--- src/rtl/mips_pkg.sv ---
// mips_pkg: shared width and output-port index constants for the 2-way demux.
package mips_pkg;
  localparam int DATA_WIDTH = 32;
  localparam int OUT0 = 0;
  localparam int OUT1 = 1;
endpackage

--- src/rtl/demux_fifo.sv ---
// demux_fifo: DEPTH-entry register FIFO; head is read straight from storage,
// so dout never has a path from din and pushes into an empty FIFO appear one cycle later.
module demux_fifo
  import mips_pkg::*;
#(
  parameter int WIDTH = DATA_WIDTH,
  parameter int DEPTH = 2
) (
  input  logic             clk,
  input  logic             rst_n,
  input  logic             push,
  input  logic             pop,
  input  logic [WIDTH-1:0] din,
  output logic [WIDTH-1:0] dout,
  output logic             empty,
  output logic             full
);
  localparam int PW = $clog2(DEPTH);
  localparam int CW = $clog2(DEPTH + 1);

  logic [WIDTH-1:0] mem_q [DEPTH];
  logic [PW-1:0]    wptr_q, rptr_q;
  logic [CW-1:0]    cnt_q, cnt_d;
  logic             do_push, do_pop;

  assign empty   = cnt_q == CW'(0);
  assign full    = cnt_q == CW'(DEPTH);
  assign do_pop  = pop & ~empty;
  // a push into a full FIFO is legal only when the head leaves on the same edge
  assign do_push = push & (~full | do_pop);
  assign cnt_d   = cnt_q + CW'(do_push) - CW'(do_pop);
  assign dout    = mem_q[rptr_q];

  always_ff @(posedge clk or negedge rst_n) begin
    if (!rst_n) begin
      for (int i = 0; i < DEPTH; i++) mem_q[i] <= '0;
      wptr_q <= '0;
      rptr_q <= '0;
      cnt_q  <= '0;
    end else begin
      if (do_push) begin
        mem_q[wptr_q] <= din;
        wptr_q        <= wptr_q + PW'(1);
      end
      if (do_pop) rptr_q <= rptr_q + PW'(1);
      cnt_q <= cnt_d;
    end
  end
endmodule

--- src/rtl/demux_2way_buf.sv ---
// demux_2way_buf: routes a valid/ready stream to one of two independently buffered outputs.
// Optional DEMUX_COUNT_EN adds per-output completed-transfer counters cnt0/cnt1.
module demux_2way_buf
  import mips_pkg::*;
#(
  parameter int WIDTH = DATA_WIDTH,
  parameter int DEPTH = 2
) (
  input  logic             clk,
  input  logic             rst_n,
  input  logic             in_valid,
  output logic             in_ready,
  input  logic [WIDTH-1:0] in_data,
  input  logic             select,
  output logic             out0_valid,
  input  logic             out0_ready,
  output logic [WIDTH-1:0] out0_data,
  output logic             out1_valid,
  input  logic             out1_ready,
  output logic [WIDTH-1:0] out1_data
`ifdef DEMUX_COUNT_EN
  ,
  output logic [31:0]      cnt0,
  output logic [31:0]      cnt1
`endif
);
  logic [1:0] push, pop, empty, full, out_ready;

  assign out_ready[OUT0] = out0_ready;
  assign out_ready[OUT1] = out1_ready;
  assign out0_valid      = ~empty[OUT0];
  assign out1_valid      = ~empty[OUT1];
  assign pop             = out_ready & ~empty;
  // a full buffer still accepts when its own sink drains it this cycle
  assign in_ready        = rst_n & (~full[select] | pop[select]);
  assign push[OUT0]      = in_valid & in_ready & ~select;
  assign push[OUT1]      = in_valid & in_ready & select;

  demux_fifo #(.WIDTH(WIDTH), .DEPTH(DEPTH)) u_fifo0 (
    .clk   (clk),
    .rst_n (rst_n),
    .push  (push[OUT0]),
    .pop   (pop[OUT0]),
    .din   (in_data),
    .dout  (out0_data),
    .empty (empty[OUT0]),
    .full  (full[OUT0])
  );

  demux_fifo #(.WIDTH(WIDTH), .DEPTH(DEPTH)) u_fifo1 (
    .clk   (clk),
    .rst_n (rst_n),
    .push  (push[OUT1]),
    .pop   (pop[OUT1]),
    .din   (in_data),
    .dout  (out1_data),
    .empty (empty[OUT1]),
    .full  (full[OUT1])
  );

`ifdef DEMUX_COUNT_EN
  logic [31:0] cnt0_q, cnt1_q;

  always_ff @(posedge clk or negedge rst_n) begin
    if (!rst_n) begin
      cnt0_q <= '0;
      cnt1_q <= '0;
    end else begin
      if (pop[OUT0]) cnt0_q <= cnt0_q + 32'd1;
      if (pop[OUT1]) cnt1_q <= cnt1_q + 32'd1;
    end
  end

  assign cnt0 = cnt0_q;
  assign cnt1 = cnt1_q;
`endif
endmodule

--- config.mk ---
export PLATFORM = sky130hd
export DESIGN_NAME = demux_2way_buf
export DESIGN_NICKNAME = d
export VERILOG_FILES = /design/src/rtl/mips_pkg.sv /design/src/rtl/demux_fifo.sv /design/src/rtl/demux_2way_buf.sv
export SDC_FILE = /design/constraint.sdc
export NUM_CORES = 1
export LEC_CHECK = 0
export BUFFER_PORTS_ARGS = -buffer_cell sky130_fd_sc_hd__buf_2
export CAP_MARGIN = 20
export CORE_MARGIN = 2
export CORE_UTILIZATION = 40
export CTS_CLUSTER_DIAMETER = 30
export DETAILED_ROUTE_END_ITERATION = 10
export PLACE_DENSITY = 0.72
export RECOVER_POWER = 25
export SLEW_MARGIN = 20
export SYNTH_ARGS = -nofsm -noshare
export SYNTH_HDL_FRONTEND = slang
export SYNTH_SLANG_ARGS = --single-unit
--- constraint.sdc ---
create_clock -name clk -period 2.1 [get_ports clk]
set_clock_uncertainty 0.1 [all_clocks]
set_input_delay 0 -clock clk [delete_from_list [all_inputs] [get_ports clk]]
set_output_delay 0 -clock clk [all_outputs]
set_load 0.1 [all_outputs]
==> results.cfg, run 1 <==
[run_status]
status = completed

[grt]
grt_pass1_wl_um = 20700
track_usage = 0.167
grt_pass1_vias = 4003
grt_antenna_before_repair = 0
grt_max_degree = 138
grt.overflow.total = 0

[setup_path]
path_cells = nor3b_2 > or4_4 > buf_4 > mux2_2
cp_num_cells = 4
rrSetupSlack_ns = 0.13
rr_worst_depth = 4
required_ns = 2.30
crit-reg2reg-capture = u_fifo0.mem_q[33]
worstSetupEndpointType = flip-flop
max_stage_delay_ns = 0.42
cp_slowest_cell = nor3b_2
start_kind = flip-flop
cpLargestDelayFamily = simple AND/OR/NAND/NOR gates
cp_num_buf_inv = 1
r2r_start = u_fifo0.cnt_q[0]
worstPathArrival_ns = 2.17
path_max_fanout = 17
crit_type = flip-flop to flip-flop

[detailed_routing]
drt-total-wl_um = 12800
routed_via_density = 4.95
dr_total_vias = 3626
drt_iter0_drc = 114
antenna_left = 0
first_pass_iters = 4
wl_per_cell_um = 17.5
drc_errors = 0

[final_layout]
drive_above_1_share = 0.622
regArea_mm2 = 0.00341
multi_input_area_mm2 = 0.00257
diodes = 0
syn2layout_area_growth_pct = 37.2
final_cell_mix = 150 x mux2_2, 134 x dfrtp_1, 69 x buf_2, 39 x buf_12, 36 x dlygate4sd3_1
final_common_cell = mux2_2
nFillCells = 1196
final_nets = 574

[clocking]
root_buffer = clkbuf_16
cts_buffers = 17
htree_levels = 4
cts_tree = done
clock_path_buffers = 2
path_clk_slew_ns = 0.06
clock_latency_ns = 0.42
cts.sinks = 136
cts_setup_buffers = 0

[die]
dieHeight_um = 128
core-area_mm2 = 0.0151
die_w_um = 128
dieArea_mm2 = 0.0163
rows = 45
start_util = 0.407
ioPinCount = 105

[sta]
drv_slew = 0
period_share = 0.937
max-slew-margin-rel = 0.0219
finalSetupViolCount = 0
hold_viol_final = 0
fmax_mhz = 508
rsz0062_at_grt = no
setup_tns_ns = 0
worst_slew_pin_slew_ns = 1.47
layout_min_cycle_time_ns = 1.97

[worst_hold_path]
holdCritPathClass = input pin to async pin

[yosys]
ys_types = 24
ys_ff_latch = 136
synth_area_mm2 = 0.00614
yosys_warnings = 0
ys_seq_area_frac = 0.555
synth_area_per_cell_um2 = 16.1
synth_fp_nets = 424
synth_cells = 382

[place]
dp.final_hpwl_um = 8400
numPortBuffers = 104
gp_congestion = 0.741

[run]
maxCapViolations = 0
worst reg2reg max path, stage by stage, from the launching register on:
cell and delay (ns):
dfrtp_1 0.41, nor3b_2 0.42, or4_4 0.21, buf_4 0.32, mux2_2 0.39
cells by family (layout without fill, tap and decap cells):
family	after synthesis	count (layout)	synth area share
mux	193	193	0.372
fa+ha+maj	4	4	0.00816
flops	136	136	0.555
xor+xnor	8	8	0.0114
simple gates	15	15	0.0212
buf+inv	26	189	0.0324
synth_stat cells:
master,instances,area [um2]
and2_1,3,18.8
buf_4,3,22.5
ha_1,4,50.1
nor3b_1,1,7.51
nor3_1,1,5.00
mux2i_1,1,10.0
or4_4,1,11.3
dfrtp_1,136,3400
nor3b_2,2,25.0
nand2_1,1,3.75
mux2_2,150,1690
buf_2,3,15.0
mux2_1,12,135
mux2_4,30,450
clkbuf_1,8,30.0
nor4b_2,2,30.0
nor3_2,1,10.0
inv_1,4,15.0
xnor2_1,4,35.0
buf_6,5,56.3
nand2_2,1,6.26
or2_2,2,12.5
buf_12,3,60.1
xor2_1,4,35.0
registers in the layout, summed over array words and instances (netlist names):
register / count
u_fifo0.mem_q: 64
u_fifo1.mem_q: 64
u_fifo0.cnt_q: 2
u_fifo1.cnt_q: 2
u_fifo0.rptr_q: 1
u_fifo0.wptr_q: 1
u_fifo1.rptr_q: 1
u_fifo1.wptr_q: 1
metrics by stage:
step                      instance area [um2]  setup WS [ns]  std cells  hold WS, ns  utilization
after detailed placement                 7420          0.199        664        0.112        0.492
final                                    8420          0.133        733       0.0772        0.558
after CTS                                8400         0.0287        732       0.0877        0.557
after global placement                   7420          0.266        664        0.109        0.492
after floorplan                          6140          0.178        382       -0.396            -
after global routing                     8420         0.0331        733       0.0983        0.558
worst max path at each step:
stage | start | to | slack (ns)
5_1_grt | u_fifo0.cnt_q[0] | in_ready | 0.03
6_report | u_fifo0.cnt_q[0] | u_fifo0.mem_q[33] | 0.13
3_3_place_gp | u_fifo1.cnt_q[1] | u_fifo1.mem_q[50] | 0.27
3_5_place_dp | u_fifo0.cnt_q[0] | u_fifo0.mem_q[33] | 0.20
4_1_cts | rst_n | in_ready | 0.03
2_1_floorplan | u_fifo0.cnt_q[0] | u_fifo0.cnt_q[1] | 0.18
metal layers:
| layer | GRT usage | wire length, um | share of wire | up-vias |
|---|---|---|---|---|
| met3 | 0.0492 | 579 | 0.045 | 16 |
| met1 | 0.208 | 5600 | 0.44 | 1859 |
| met5 | 0 | 0 | 0 | - |
| met4 | 0.0718 | 259 | 0.020 | 0 |
| met2 | 0.272 | 6360 | 0.50 | 89 |
| li1 | - | - | - | 1662 |
final cells by class:
type | count | share of cell area
flip-flops and latches | 136 | 0.405
multi-input cells | 220 | 0.305
clock buffers | 21 | 0.0559
inverters | 4 | 0.00178
repair buffers | 153 | 0.187
well taps | 188 | 0.0279
clock inverters | 11 | 0.0172
repair_timing:
item,CTS,global route
endpoints found under the hold margin,268,0
hold buffers,36,0
resized for setup,0,2
setup endpoints to repair,0,1
Power of run 1 is left out: the tool's default activity adds up to more than one toggle a clock period on the data nets, which glitch-free logic cannot reach.
==> inputs of run 2 (changes only) <==
RECOVER_POWER = 50   (was 25)
==> results.cfg, run 2 (synthesis results as in run 1) <==
[die]
start_util = 0.407
dieHeight_um = 128
dieArea_mm2 = 0.0163
core-area_mm2 = 0.0151
ioPinCount = 105
rows = 45
die_w_um = 128

[sta]
finalSetupViolCount = 0
period_share = 0.938
fmax_mhz = 508
layout_min_cycle_time_ns = 1.97
drv_slew = 0
setup_tns_ns = 0
worst_slew_pin_slew_ns = 1.46
max-slew-margin-rel = 0.0246
hold_viol_final = 0
rsz0062_at_grt = no

[grt]
grt_pass1_wl_um = 20700
grt_pass1_vias = 4003
grt_antenna_before_repair = 0
grt_max_degree = 138
track_usage = 0.167
grt.overflow.total = 0

[place]
numPortBuffers = 104
gp_congestion = 0.741
dp.final_hpwl_um = 8400

[clocking]
path_clk_slew_ns = 0.06
cts_buffers = 17
cts.sinks = 136
cts_tree = done
clock_latency_ns = 0.42
htree_levels = 4
root_buffer = clkbuf_16
clock_path_buffers = 2

[final_layout]
drive_above_1_share = 0.607
top_regs = u_fifo0.mem_q (64), u_fifo1.mem_q (64)
syn2layout_area_growth_pct = 36.7
final_nets = 574
nFillCells = 1201
final_cell_mix = 143 x mux2_2, 134 x dfrtp_1, 66 x buf_2, 38 x buf_12, 36 x dlygate4sd3_1
diodes = 0
final_common_cell = mux2_2

[setup_path]
max_stage_delay_ns = 0.40
start_kind = flip-flop
cp_num_buf_inv = 1
path_cells = or2_2 > and2_0 > ha_1 > inv_1 > ha_1 > xnor2_1 > xnor2_1
required_ns = 2.34
cpLargestDelayFamily = simple AND/OR/NAND/NOR gates
path_max_fanout = 3
worstPathArrival_ns = 2.21
cp_slowest_cell = dfrtp_1
crit_type = flip-flop to flip-flop
worstSetupEndpointType = flip-flop

[detailed_routing]
drt-total-wl_um = 12800
first_pass_iters = 4
routed_via_density = 4.95
drt_iter0_drc = 126
antenna_left = 0
drc_errors = 0
dr_total_vias = 3630
wl_per_cell_um = 17.5

[run_status]
status = completed

[run]
maxCapViolations = 0

[worst_hold_path]
holdCritPathClass = input pin to flip-flop
run 2: changes by cell type in the layout (fill, tap and decap cells not counted), moves of 2 or more:
cell      previous run  this run
clkbuf_2             0         4
or2_4                2         0
and2_0               0         2
and2_1               3         1
or2_2                0         2
mux2_2             150       143
mux2_1              12        19
buf_2               69        66
run 2: what timing repair did:
item / in CTS / in global routing
hold endpoints to repair: 268 / 0
hold buffers: 36 / 0
setup buffers: 0 / 0
resized for setup: 0 / 2
setup endpoints to repair: 0 / 1
run 2: layout make-up:
type | instances | area, um2 | share of cell area
Clock buffer | 21 | 470 | 0.0561
Inverter | 4 | 15.0 | 0.00179
Clock inverter | 11 | 145 | 0.0173
Tap cell | 188 | 235 | 0.0280
Multi-Input combinational cell | 220 | 2550 | 0.304
Timing Repair Buffer | 153 | 1560 | 0.186
Sequential cell | 136 | 3410 | 0.406
run 2: final timing paths:
kind,end,slack [ns],depth (start not counted),from
max,u_fifo1.cnt_q[1],0.13,7,u_fifo1.cnt_q[1]
min,u_fifo0.wptr_q,0.07,4,in_valid
max reg2reg,u_fifo1.cnt_q[1],0.13,7,u_fifo1.cnt_q[1]
min reg2reg,u_fifo1.mem_q[48],0.38,1,u_fifo1.mem_q[48]
max in group asynchronous,u_fifo1.mem_q[14],0.45,3,rst_n
min in group asynchronous,u_fifo1.mem_q[49],0.08,3,rst_n
run 2: through the flow:
| stage | cell area [um2] | setup WS [ns] | std cells | hold slack [ns] | utilization |
|---|---|---|---|---|---|
| floorplan | 6140 | 0.178 | 382 | -0.396 | - |
| global placement | 7420 | 0.266 | 664 | 0.109 | 0.492 |
| detailed placement | 7420 | 0.199 | 664 | 0.112 | 0.492 |
| CTS | 8400 | 0.0287 | 732 | 0.0877 | 0.557 |
| global route | 8390 | 0.0322 | 733 | 0.0671 | 0.556 |
| finish | 8390 | 0.130 | 733 | 0.0721 | 0.556 |
run 2: per-layer routing:
metal | track usage | share of wire | wire [um]
met5 | 0 | 0 | 0
met4 | 0.0718 | 0.018 | 234
met3 | 0.0492 | 0.046 | 595
met2 | 0.272 | 0.50 | 6370
met1 | 0.208 | 0.44 | 5600
run 2: tightest hold or removal path, delay by kind of cell:
| kind | cells | cell delay (ns) |
|---|---|---|
| buf+inv | 1 | 0.12 |
| simple gates | 2 | 0.28 |
| xor+xnor | 1 | 0.15 |
Power of run 2 is left out for the same reason.
